===== src/rtl/mips_mc_pkg.sv =====
// mips_mc_pkg: state encoding, opcode/funct and ALU control constants for the multicycle MIPS control
package mips_mc_pkg;
  typedef enum logic [3:0] {
    S_FETCH    = 4'd0,
    S_DECODE   = 4'd1,
    S_MEMADR   = 4'd2,
    S_MEMRD    = 4'd3,
    S_MEMWB    = 4'd4,
    S_MEMWR    = 4'd5,
    S_EXECUTE  = 4'd6,
    S_ALUWB    = 4'd7,
    S_BRANCH   = 4'd8,
    S_ADDIEXEC = 4'd9,
    S_ADDIWB   = 4'd10,
    S_JUMP     = 4'd11
  } state_t;
  typedef enum logic [1:0] {
    ALUOP_ADD   = 2'b00,
    ALUOP_SUB   = 2'b01,
    ALUOP_FUNCT = 2'b10
  } alu_op_t;
  localparam logic [5:0] OP_RTYPE = 6'b000000;
  localparam logic [5:0] OP_LW    = 6'b100011;
  localparam logic [5:0] OP_SW    = 6'b101011;
  localparam logic [5:0] OP_BEQ   = 6'b000100;
  localparam logic [5:0] OP_ADDI  = 6'b001000;
  localparam logic [5:0] OP_J     = 6'b000010;
  localparam logic [5:0] F_ADD = 6'b100000;
  localparam logic [5:0] F_SUB = 6'b100010;
  localparam logic [5:0] F_AND = 6'b100100;
  localparam logic [5:0] F_OR  = 6'b100101;
  localparam logic [5:0] F_SLT = 6'b101010;
  localparam logic [2:0] AC_ADD = 3'b010;
  localparam logic [2:0] AC_SUB = 3'b110;
  localparam logic [2:0] AC_AND = 3'b000;
  localparam logic [2:0] AC_OR  = 3'b001;
  localparam logic [2:0] AC_SLT = 3'b111;
  function automatic logic is_legal(logic [5:0] op);
    return op == OP_RTYPE || op == OP_LW || op == OP_SW || op == OP_BEQ || op == OP_ADDI || op == OP_J;
  endfunction
endpackage


===== src/rtl/mips_alu_decoder.sv =====
// mips_alu_decoder: maps alu_op and funct to the ALU operation select
module mips_alu_decoder
  import mips_mc_pkg::*;
(
  input  logic [1:0] alu_op,
  input  logic [5:0] funct,
  output logic [2:0] alu_control
);
  logic [2:0] funct_ac;
  always_comb begin
    funct_ac = funct == F_SUB ? AC_SUB :
               funct == F_AND ? AC_AND :
               funct == F_OR  ? AC_OR  :
               funct == F_SLT ? AC_SLT : AC_ADD;
    alu_control = alu_op == ALUOP_SUB   ? AC_SUB :
                  alu_op == ALUOP_FUNCT ? funct_ac : AC_ADD;
  end
endmodule


===== src/rtl/mips_mc_control.sv =====
// mips_mc_control: Moore main FSM of the multicycle MIPS CPU driving all datapath selects and enables
module mips_mc_control
  import mips_mc_pkg::*;
(
  input  logic       clk,
  input  logic       rst_n,
  input  logic [5:0] opcode,
  input  logic [5:0] funct,
  output logic       mem_to_reg,
  output logic       reg_dest,
  output logic       i_or_d,
  output logic       alu_src_a,
  output logic [1:0] alu_src_b,
  output logic [1:0] pc_src,
  output logic [2:0] alu_control,
  output logic       ir_write,
  output logic       mem_write,
  output logic       pc_write,
  output logic       branch,
  output logic       reg_write,
  output logic       illegal_op,
  output logic [3:0] state
);
  state_t     state_q, state_d;
  logic [1:0] alu_op;
  logic [2:0] dec_ac;
  logic       ir_w, mem_w, pc_w, br, reg_w, ill, valid;
  mips_alu_decoder u_alu_dec (
    .alu_op      (alu_op),
    .funct       (funct),
    .alu_control (dec_ac)
  );
  always_comb begin
    state_d    = S_FETCH;
    mem_to_reg = 1'b0;
    reg_dest   = 1'b0;
    i_or_d     = 1'b0;
    alu_src_a  = 1'b0;
    alu_src_b  = 2'b00;
    pc_src     = 2'b00;
    alu_op     = ALUOP_ADD;
    ir_w       = 1'b0;
    mem_w      = 1'b0;
    pc_w       = 1'b0;
    br         = 1'b0;
    reg_w      = 1'b0;
    ill        = 1'b0;
    valid      = 1'b1;
    case (state_q)
      S_FETCH: begin
        alu_src_b = 2'b01;
        ir_w      = 1'b1;
        pc_w      = 1'b1;
        state_d   = S_DECODE;
      end
      S_DECODE: begin
        alu_src_b = 2'b11;
        ill       = !is_legal(opcode);
        state_d   = (opcode == OP_LW || opcode == OP_SW) ? S_MEMADR :
                    opcode == OP_RTYPE ? S_EXECUTE  :
                    opcode == OP_BEQ   ? S_BRANCH   :
                    opcode == OP_ADDI  ? S_ADDIEXEC :
                    opcode == OP_J     ? S_JUMP     : S_FETCH;
      end
      S_MEMADR: begin
        alu_src_a = 1'b1;
        alu_src_b = 2'b10;
        state_d   = opcode == OP_SW ? S_MEMWR : S_MEMRD;
      end
      S_MEMRD: begin
        i_or_d  = 1'b1;
        state_d = S_MEMWB;
      end
      S_MEMWB: begin
        mem_to_reg = 1'b1;
        reg_w      = 1'b1;
      end
      S_MEMWR: begin
        i_or_d = 1'b1;
        mem_w  = 1'b1;
      end
      S_EXECUTE: begin
        alu_src_a = 1'b1;
        alu_op    = ALUOP_FUNCT;
        state_d   = S_ALUWB;
      end
      S_ALUWB: begin
        reg_dest = 1'b1;
        reg_w    = 1'b1;
      end
      S_BRANCH: begin
        alu_src_a = 1'b1;
        alu_op    = ALUOP_SUB;
        pc_src    = 2'b01;
        br        = 1'b1;
      end
      S_ADDIEXEC: begin
        alu_src_a = 1'b1;
        alu_src_b = 2'b10;
        state_d   = S_ADDIWB;
      end
      S_ADDIWB: reg_w = 1'b1;
      S_JUMP: begin
        pc_src = 2'b10;
        pc_w   = 1'b1;
      end
      default: valid = 1'b0;
    endcase
  end
  // enables are gated by rst_n so a mid-instruction reset kills writes without waiting for an edge
  assign ir_write    = ir_w & rst_n;
  assign mem_write   = mem_w & rst_n;
  assign pc_write    = pc_w & rst_n;
  assign branch      = br & rst_n;
  assign reg_write   = reg_w & rst_n;
  assign illegal_op  = ill & rst_n;
  assign alu_control = valid ? dec_ac : 3'b000;
  assign state       = state_q;
  always_ff @(posedge clk or negedge rst_n) begin
    if (!rst_n) state_q <= S_FETCH;
    else        state_q <= state_d;
  end
endmodule


===== config.mk =====
export PLATFORM = sky130hd
export DESIGN_NAME = mips_mc_control
export DESIGN_NICKNAME = d
export VERILOG_FILES = /design/src/rtl/mips_mc_pkg.sv /design/src/rtl/mips_alu_decoder.sv /design/src/rtl/mips_mc_control.sv
export SDC_FILE = /design/constraint.sdc
export NUM_CORES = 1
export LEC_CHECK = 0
export BUFFER_PORTS_ARGS = -buffer_cell sky130_fd_sc_hd__buf_2
export CAP_MARGIN = 20
export CORE_AREA = 4 4 42 44
export CTS_CLUSTER_SIZE = 28
export DETAILED_ROUTE_END_ITERATION = 10
export DIE_AREA = 0 0 46 48
export GPL_ROUTABILITY_DRIVEN = 0
export PLACE_DENSITY = 0.82
export SLEW_MARGIN = 5
export SYNTH_ARGS = -nofsm -noshare
export SYNTH_HDL_FRONTEND = slang
export SYNTH_HIERARCHICAL = 1
export SYNTH_SLANG_ARGS = --single-unit

===== constraint.sdc =====
create_clock -name clk -period 2.1 [get_ports clk]
set_clock_uncertainty 0.2 [all_clocks]
set_input_delay 0.21 -clock clk [delete_from_list [all_inputs] [get_ports clk]]
set_output_delay 0.21 -clock clk [all_outputs]
set_load 0.005 [all_outputs]

==> metrics.md, run 1 <==
| Metric | Value |
|---|---|
| Outcome | finished, final reports clean |
| Final WL | ~1.9 mm |
| Max reg flops | 4 |
| Top cell type's share of synthesized area | between 15 and 20% |
| Root Driver | clkbuf_4 |
| Synth Net Count | between 90 and 100 |
| CTS Sinks | 4 |
| Routed len/inst | ~13 µm |
| CP startpoint | state[3] |
| FF+latch count, synth | 4 |
| GRT Total Usage | approximately 16% |
| First-pass GRT wire length | around 2.8 mm |
| Post-synth cell types | 33 |
| Synth Cell Area | about 560 µm² |
| CP Class | flop to output port |
| DP Wirelength | between 1 and 1.5 mm |
| I/O Pins | 35 |
| Yosys warns | 6 |
| Initial antenna violation count | 0 |
| Final period util | about 98% |
| Site Rows | 14 |
| Layout area overhead | 56.8% |
| Syn Inst Count | 81 |
| CP required | between 1.5 and 2 ns |
| Fin. Hold Viols | 0 |
| Final nets | ~140 |
| Multi-input gate area | 445 µm² |
| Die area | 2210 µm² |
| Number of diodes | 0 |
| Endpoint class of the critical path | output port |
| Congestion Overflow GR | 0 |
| Post-route ant nets | 0 |
| Chip Width | approximately 46 µm |
| CTS max path bufs | 2 |
| Hold Path Class | primary input to flop |
| Via/cell ratio | about 5.5 |
| Peak supply drop | 365 µV |
| RSZ-0062 raised after global routing | yes |
| Initial core utilization | 38.9% |
| DP Cell Count | about 130 |
| # H-tree levels | 1 |
| Fillers | between 100 and 150 |
| Area leader, netlist | dfrtp_1 |
| Synth area leaders | dfrtp_1 (18%), nor2_1 (8.1%), nor3_1 (6.3%) |
| Proportion of layout cells with a drive suffix above 1 | around 47% |
| Drt drc | 0 |
| Max_cap viols | 0 |
| DRT iter0 DRCs | 8 |
| Fmax | roughly 490 MHz |
| Final min period | around 2 ns |
| Power Total | 753 µW |
| Number of global-route vias before repair | about 700 |
| Die height | between 40 and 50 µm |
| Worst Max-Slew Pin Slew | 0.341 ns |
| Design area | 877 µm² |
| Max-slew violations | 0 |
| Worst EP arrival | around 1.6 ns |
| Clock-pin transition on the worst setup and hold timing paths | approximately 0.040 ns |
| TritonCTS clock tree | yes |
| CP Launch Type | flop |
| Setup violators final | 0 |
| Leak | about 0.00044 µW |
| RR Startpoint | state[0] |
| Post-Layout Cell Count | 141 |
| Area post-placement | approximately 760 µm² |
| Core region area | about 1400 µm² |
| Hold path startpoint | opcode[4] |
| TritonRoute pass-1 iters | 4 |
| Synth Area per Inst | between 6 and 7 µm² |
| Hold WS | between 0.1 and 0.15 ns |
| Power Dens Cells | roughly 860 nW/µm² |
| Part of the Yosys area used for sequential elements | about 18% |
| CP Max Fanout | 5 |
| Vias | 779 |
| FF/Latch Area | 104 µm² |
| IO Port Bufs | 34 |
| Largest net degree at the start of global routing | 12 |
| Total CTS buffers | 3 |
| Worst-skew pair later-pin latency | 0.23 ns |
| Max-Slew Margin vs Limit | 77.2% |
==> path summary, 6_finish.rpt <==
path                                   to  slack [ns]  cells past startpoint
setup / recovery           alu_control[1]        0.05                      6
hold / removal                   state[3]        0.13                      4
setup reg to reg                 state[1]        0.40                      4
hold reg to reg                  state[3]        0.46                      2
max in group asynchronous        state[0]        1.35                      2
min in group asynchronous        state[1]        0.17                      2
==> through the flow <==
| step | util (%) | setup WS [ns] | TNS [ns] |
|---|---|---|---|
| 6_report | 61.1 | 0.0479 | 0 |
| 5_1_grt | 61.1 | -0.0478 | -0.0984 |
| 4_1_cts | 56.7 | 0.000683 | 0 |
| 3_5_place_dp | 53.1 | 0.107 | 0 |
| 3_3_place_gp | 53.1 | 0.183 | 0 |
| 2_1_floorplan | - | 0.169 | 0 |
==> area by class of cell <==
cell class / count / share of cell area [%]
inverters: 3 / 1.28
repair buffers: 47 / 31.2
clock buffers: 3 / 2.57
multi-input cells: 68 / 50.8
well taps: 16 / 2.28
flip-flops and latches: 4 / 11.8
==> layout by cell type, fill, tap and decap left out, types with 2 or more instances in the layout <==
master and count:
dfrtp_2 3, and3_1 4, inv_1 2, xor2_1 2
and2_1 3, o21a_1 2, and4bb_1 2, buf_2 34
nand2_1 5, clkbuf_4 3, buf_4 11, or3b_1 2
o21ai_0 4, nor2_1 12, nor3_1 6, nand3_1 4
a21oi_1 2
==> critical path, stage by stage (launching register included) <==
cell and delay [ns]:
dfrtp_2 0.43, nand2b_4 0.17, nor3b_4 0.18, and4bb_1 0.26
nand3_1 0.09, and2_1 0.16, buf_2 0.12
==> kinds of logic after synthesis <==
| family | share of synthesized area (%) |
|---|---|
| simple gates | 49.2 |
| compound gates | 20.6 |
| buf+inv | 7.61 |
| flops | 17.9 |
| xor+xnor | 4.70 |
==> synthesized netlist by cell type <==
cell,n
a211oi_1,1
a21oi_1,2
a22o_1,1
a311oi_1,1
a41o_1,1
and2_1,3
and3_1,4
and4bb_1,2
and4bb_2,1
buf_2,4
buf_4,1
clkbuf_1,1
dfrtp_1,4
inv_1,3
nand2_1,6
nand2b_1,2
nand3_1,4
nand3b_1,1
nand4_1,1
nor2_1,12
nor2b_1,1
nor3_1,7
nor3b_1,2
nor4_1,1
o211a_1,1
o211ai_1,1
o21a_1,2
o21ai_0,4
o221ai_1,1
o32ai_1,1
or3b_1,2
xnor2_1,1
xor2_1,2
==> layer usage <==
metal	track usage [%]	wire, µm	part of all wire (%)
met5	0	0	0
met1	18.4	754	40
met4	8.52	16	0.85
met3	1.88	148	7.9
met2	30.2	957	51
==> power by group <==
group | total, µW | switching (µW) | internal [µW] | leakage [µW]
Sequential | 152 | 46.5 | 105 | 0.0000488
Clock | 92.8 | 29.0 | 63.8 | 0.0000138
Combinational | 509 | 254 | 255 | 0.000381
Total | 753 | 329 | 424 | 0.000443
==> repair_timing <==
| item | CTS | global route |
|---|---|---|
| hold buffers | 1 | 0 |
| hold endpoints to repair | 4 | 0 |
| resized for setup | 4 | 7 |
| setup buffers | 0 | 6 |
| pin swaps | 0 | 7 |
| endpoints found under the setup margin | 3 | 6 |
No activity file was read; power rests on OpenSTA's default activity.
==> run 2, diff against run 1 <==
--- a/config.mk
+++ b/config.mk
@@ -7,14 +7,15 @@
 export LEC_CHECK = 0
 export BUFFER_PORTS_ARGS = -buffer_cell sky130_fd_sc_hd__buf_2
 export CAP_MARGIN = 20
-export CORE_AREA = 4 4 42 44
+export CORE_AREA = 4 4 41 43
 export CTS_CLUSTER_SIZE = 28
 export DETAILED_ROUTE_END_ITERATION = 10
-export DIE_AREA = 0 0 46 48
+export DIE_AREA = 0 0 45 47
 export GPL_ROUTABILITY_DRIVEN = 0
-export PLACE_DENSITY = 0.82
+export PLACE_DENSITY = 0.86
 export SLEW_MARGIN = 5
 export SYNTH_ARGS = -nofsm -noshare
 export SYNTH_HDL_FRONTEND = slang
 export SYNTH_HIERARCHICAL = 1
 export SYNTH_SLANG_ARGS = --single-unit
+export TNS_END_PERCENT = 50
==> constraint.sdc (replaced) <==
create_clock -name clk -period 2.41 [get_ports clk]
set_clock_uncertainty 0.2 [all_clocks]
set_input_delay 0.241 -clock clk [delete_from_list [all_inputs] [get_ports clk]]
set_output_delay 0.241 -clock clk [all_outputs]
set_load 0.005 [all_outputs]
==> run 2 against run 1 <==
  * Clock power down 8.7%
  * Design area down 13%
  * Utilization down 2.2 points
  * Register-to-register slack better by 0.38 ns
  * Sequential share of layout area up 1.4 points
  * Clock-buffer cell count unchanged
  * Critical path depth unchanged
  * Sequential power down 8%
  * Via count down 5.9%
  * Global-route usage up 0.84 points
  * Final cell count down 7.8%
  * Critical endpoint is now alu_control[2]
  * Largest cell class unchanged
==> metrics.md, run 2 (synthesis gave the netlist of run 1 again) <==
| Metric | Value |
|---|---|
| End point of the critical path | alu_control[2] |
| Post-route ant nets | 0 (unchanged) |
| RSZ-0062 raised after global routing | no |
| Fin. Hold Viols | 0 (unchanged) |
| Outcome | finished, final reports clean |
| Design area | 766 µm² (-13%) |
| Hold Path Class | primary input to flop |
| Max-Slew Margin vs Limit | 72.4% (-4.8 points) |
| RR Startpoint | state[0] |
| Routed len/inst | 13.2 µm (-0.79%) |
| Most common cell after layout, fill and taps aside | buf_2 |
| Final nets | 131 (-7.1%) |
| Total CTS buffers | 3 (unchanged) |
| Leak | 0.000386 µW (-13%) |
| Final Core Density | 58.8% (-2.2 points) |
| TritonCTS clock tree | yes |
| Reg power frac | 24.6% (+4.5 points) |
| CTS Sinks | 4 (unchanged) |
| Core region area | 1300 µm² (-9.4%) |
| CP Max Fanout | 13 (+8) |
| CP startpoint | state[3] |
| CP Launch Type | flop |
| GRT Total Usage | 17.2% (+0.84 points) |
| DP Wirelength | 1.35 mm (-3.5%) |
| Max layer used | met4 |
| Initial antenna violation count | 0 (unchanged) |
| Drt drc | 0 (unchanged) |
| Cells along the critical path | nand2b_1 -> nor3b_1 -> and4bb_1 -> a22o_1 -> and2_1 -> buf_2 |
| # H-tree levels | 1 (unchanged) |
| Setup violators final | 0 (unchanged) |
| WL met2 | 847 µm (-11%) |
| Final WL | 1.72 mm (-8.5%) |
| Clock Power Share | 14.9% (+2.6 points) |
| Worst EP arrival | 1.81 ns (+0.17 ns) |
| R2R depth | 3 (-1) |
| Clock-pin transition on the worst setup and hold timing paths | 0.04 ns (about the same) |
| Largest net degree at the start of global routing | 16 (+4) |
| Site Rows | 13 (-1) |
| Die area | 2120 µm² (-4.2%) |
| Worst Max-Slew Pin Slew | 0.414 ns (+0.0727 ns) |
| Endpoint class of the critical path | output port |
| Area post-placement | 732 µm² (-4.1%) |
| Slowest-stage cell, CP | dfrtp_2 |
| IO Port Bufs | 34 (unchanged) |
| Max reg flops | 4 (unchanged) |
| Final setup TNS | 0 ns (unchanged) |
| Worst-skew pair later-pin latency | 0.24 ns (about the same) |
| Combinational group share of total power | 60.5% (-7.1 points) |
| Post-Route M1 WL | 708 µm (-6.1%) |
| Reg-to-Reg End | state[1] |
| Fin worst setup slack | 0.156 ns (+0.109 ns) |
| Worst R2R Setup Slack | 0.78 ns (+0.38 ns) |
| Commonest cells after routing, fill and taps aside | buf_2 (34), nor2_1 (12), nor3_1 (7), nand2_1 (6) |
| CTS max path bufs | 2 (unchanged) |
| Power Dens Cells | 744 nW/µm² (-13%) |
| Fillers | 123 (-12%) |
| Proportion of layout cells with a drive suffix above 1 | 35.7% (-12 points) |
| Final period util | 93.5% |
| Vias | 733 (-5.9%) |
| P_sw | 261 µW (-21%) |
| Via/cell ratio | 5.64 (+2.1%) |
| Post-CTS Setup Inserts | 0 (unchanged) |
| I/O Pins | 35 (unchanged) |
| Met3 wire length | 146 µm (-1.4%) |
| Max_cap viols | 0 (unchanged) |
| First-pass GRT wire length | 2.66 mm (-3.7%) |
| Worst path max stage delay | 0.47 ns (+0.04 ns) |
| Chip Width | 45 µm (-2.2%) |
| CP Class | flop to output port |
| Initial core utilization | 43.0% (+4.0 points) |
| Int Pwr | 309 µW (-27%) |
| Max-slew violations | 0 (unchanged) |
| Number of diodes | 0 (unchanged) |
| Hold path startpoint | opcode[0] |
| Final min period | 2.25 ns |
| TritonRoute pass-1 iters | 4 (unchanged) |
| Layout area overhead | 36.9% |
| Congestion Overflow GR | 0 (unchanged) |
| Sw frac | 45.9% (+2.1 points) |
| Hold Path Depth | 4 (unchanged) |
| Fmax | 444 MHz |
| Hold WS | 0.160 ns (+0.0264 ns) |
| Die height | 47 µm (-2.1%) |
| DRT iter0 DRCs | 31 (+23) |
| Pre-CTS WS | 0.333 ns (+0.225 ns) |
| Number of global-route vias before repair | 638 (-9.2%) |
| CP required | 1.97 ns (+0.28 ns) |
| Root Driver | clkbuf_4 |
| Peak supply drop | 344 µV (-5.5%) |
==> run 2: final cells by class <==
class	count	area, µm²	share of cell area [%]
Inverter	3	11.3	1.47
Clock buffer	3	22.5	2.94
Timing Repair Buffer	37	195	25.5
Multi-Input combinational cell	68	417	54.4
Sequential cell	4	101	13.2
Tap cell	15	18.8	2.45
==> run 2: worst min-delay path by stage <==
stage	endpoint	slack, ns
2_1_floorplan	state[0]	-0.25
3_3_place_gp	state[1]	-0.12
3_5_place_dp	state[0]	-0.12
4_1_cts	state[3]	0.15
5_1_grt	state[1]	0.18
6_report	state[0]	0.16
==> run 2: repair_timing <==
item | in CTS | in global routing
endpoints found under the setup margin | 0 | 3
hold buffers | 1 | 0
endpoints found under the hold margin | 4 | 0
resized for setup | 0 | 1
==> run 2: metal layers <==
metal  GRT usage [%]  up-vias
li1                -      364
met1            19.6      321
met2            30.5       46
met3            5.36        2
met4            5.85        0
met5               0        -
==> run 2: power groups by stage <==
stage	Clock, µW	Combinational [µW]	Sequential (µW)
2_1_floorplan	0	226	113
3_3_place_gp	0	336	138
3_5_place_dp	0	340	139
4_1_cts	88.3	343	140
5_1_grt	94.4	384	149
6_report	84.7	345	140
==> run 2: critical path, delay by kind of cell (launching register included) <==
family	cells	cell delay (ns)
buffers and inverters	1	0.11
AO/OA/AOI/OAI	1	0.14
flip-flops	1	0.47
AND/OR/NAND/NOR	4	0.85
==> run 2: through the flow <==
step	power, µW	cells
3_5_place_dp	479	126
6_report	570	130
4_1_cts	571	130
3_3_place_gp	475	126
5_1_grt	628	130
2_1_floorplan	340	81
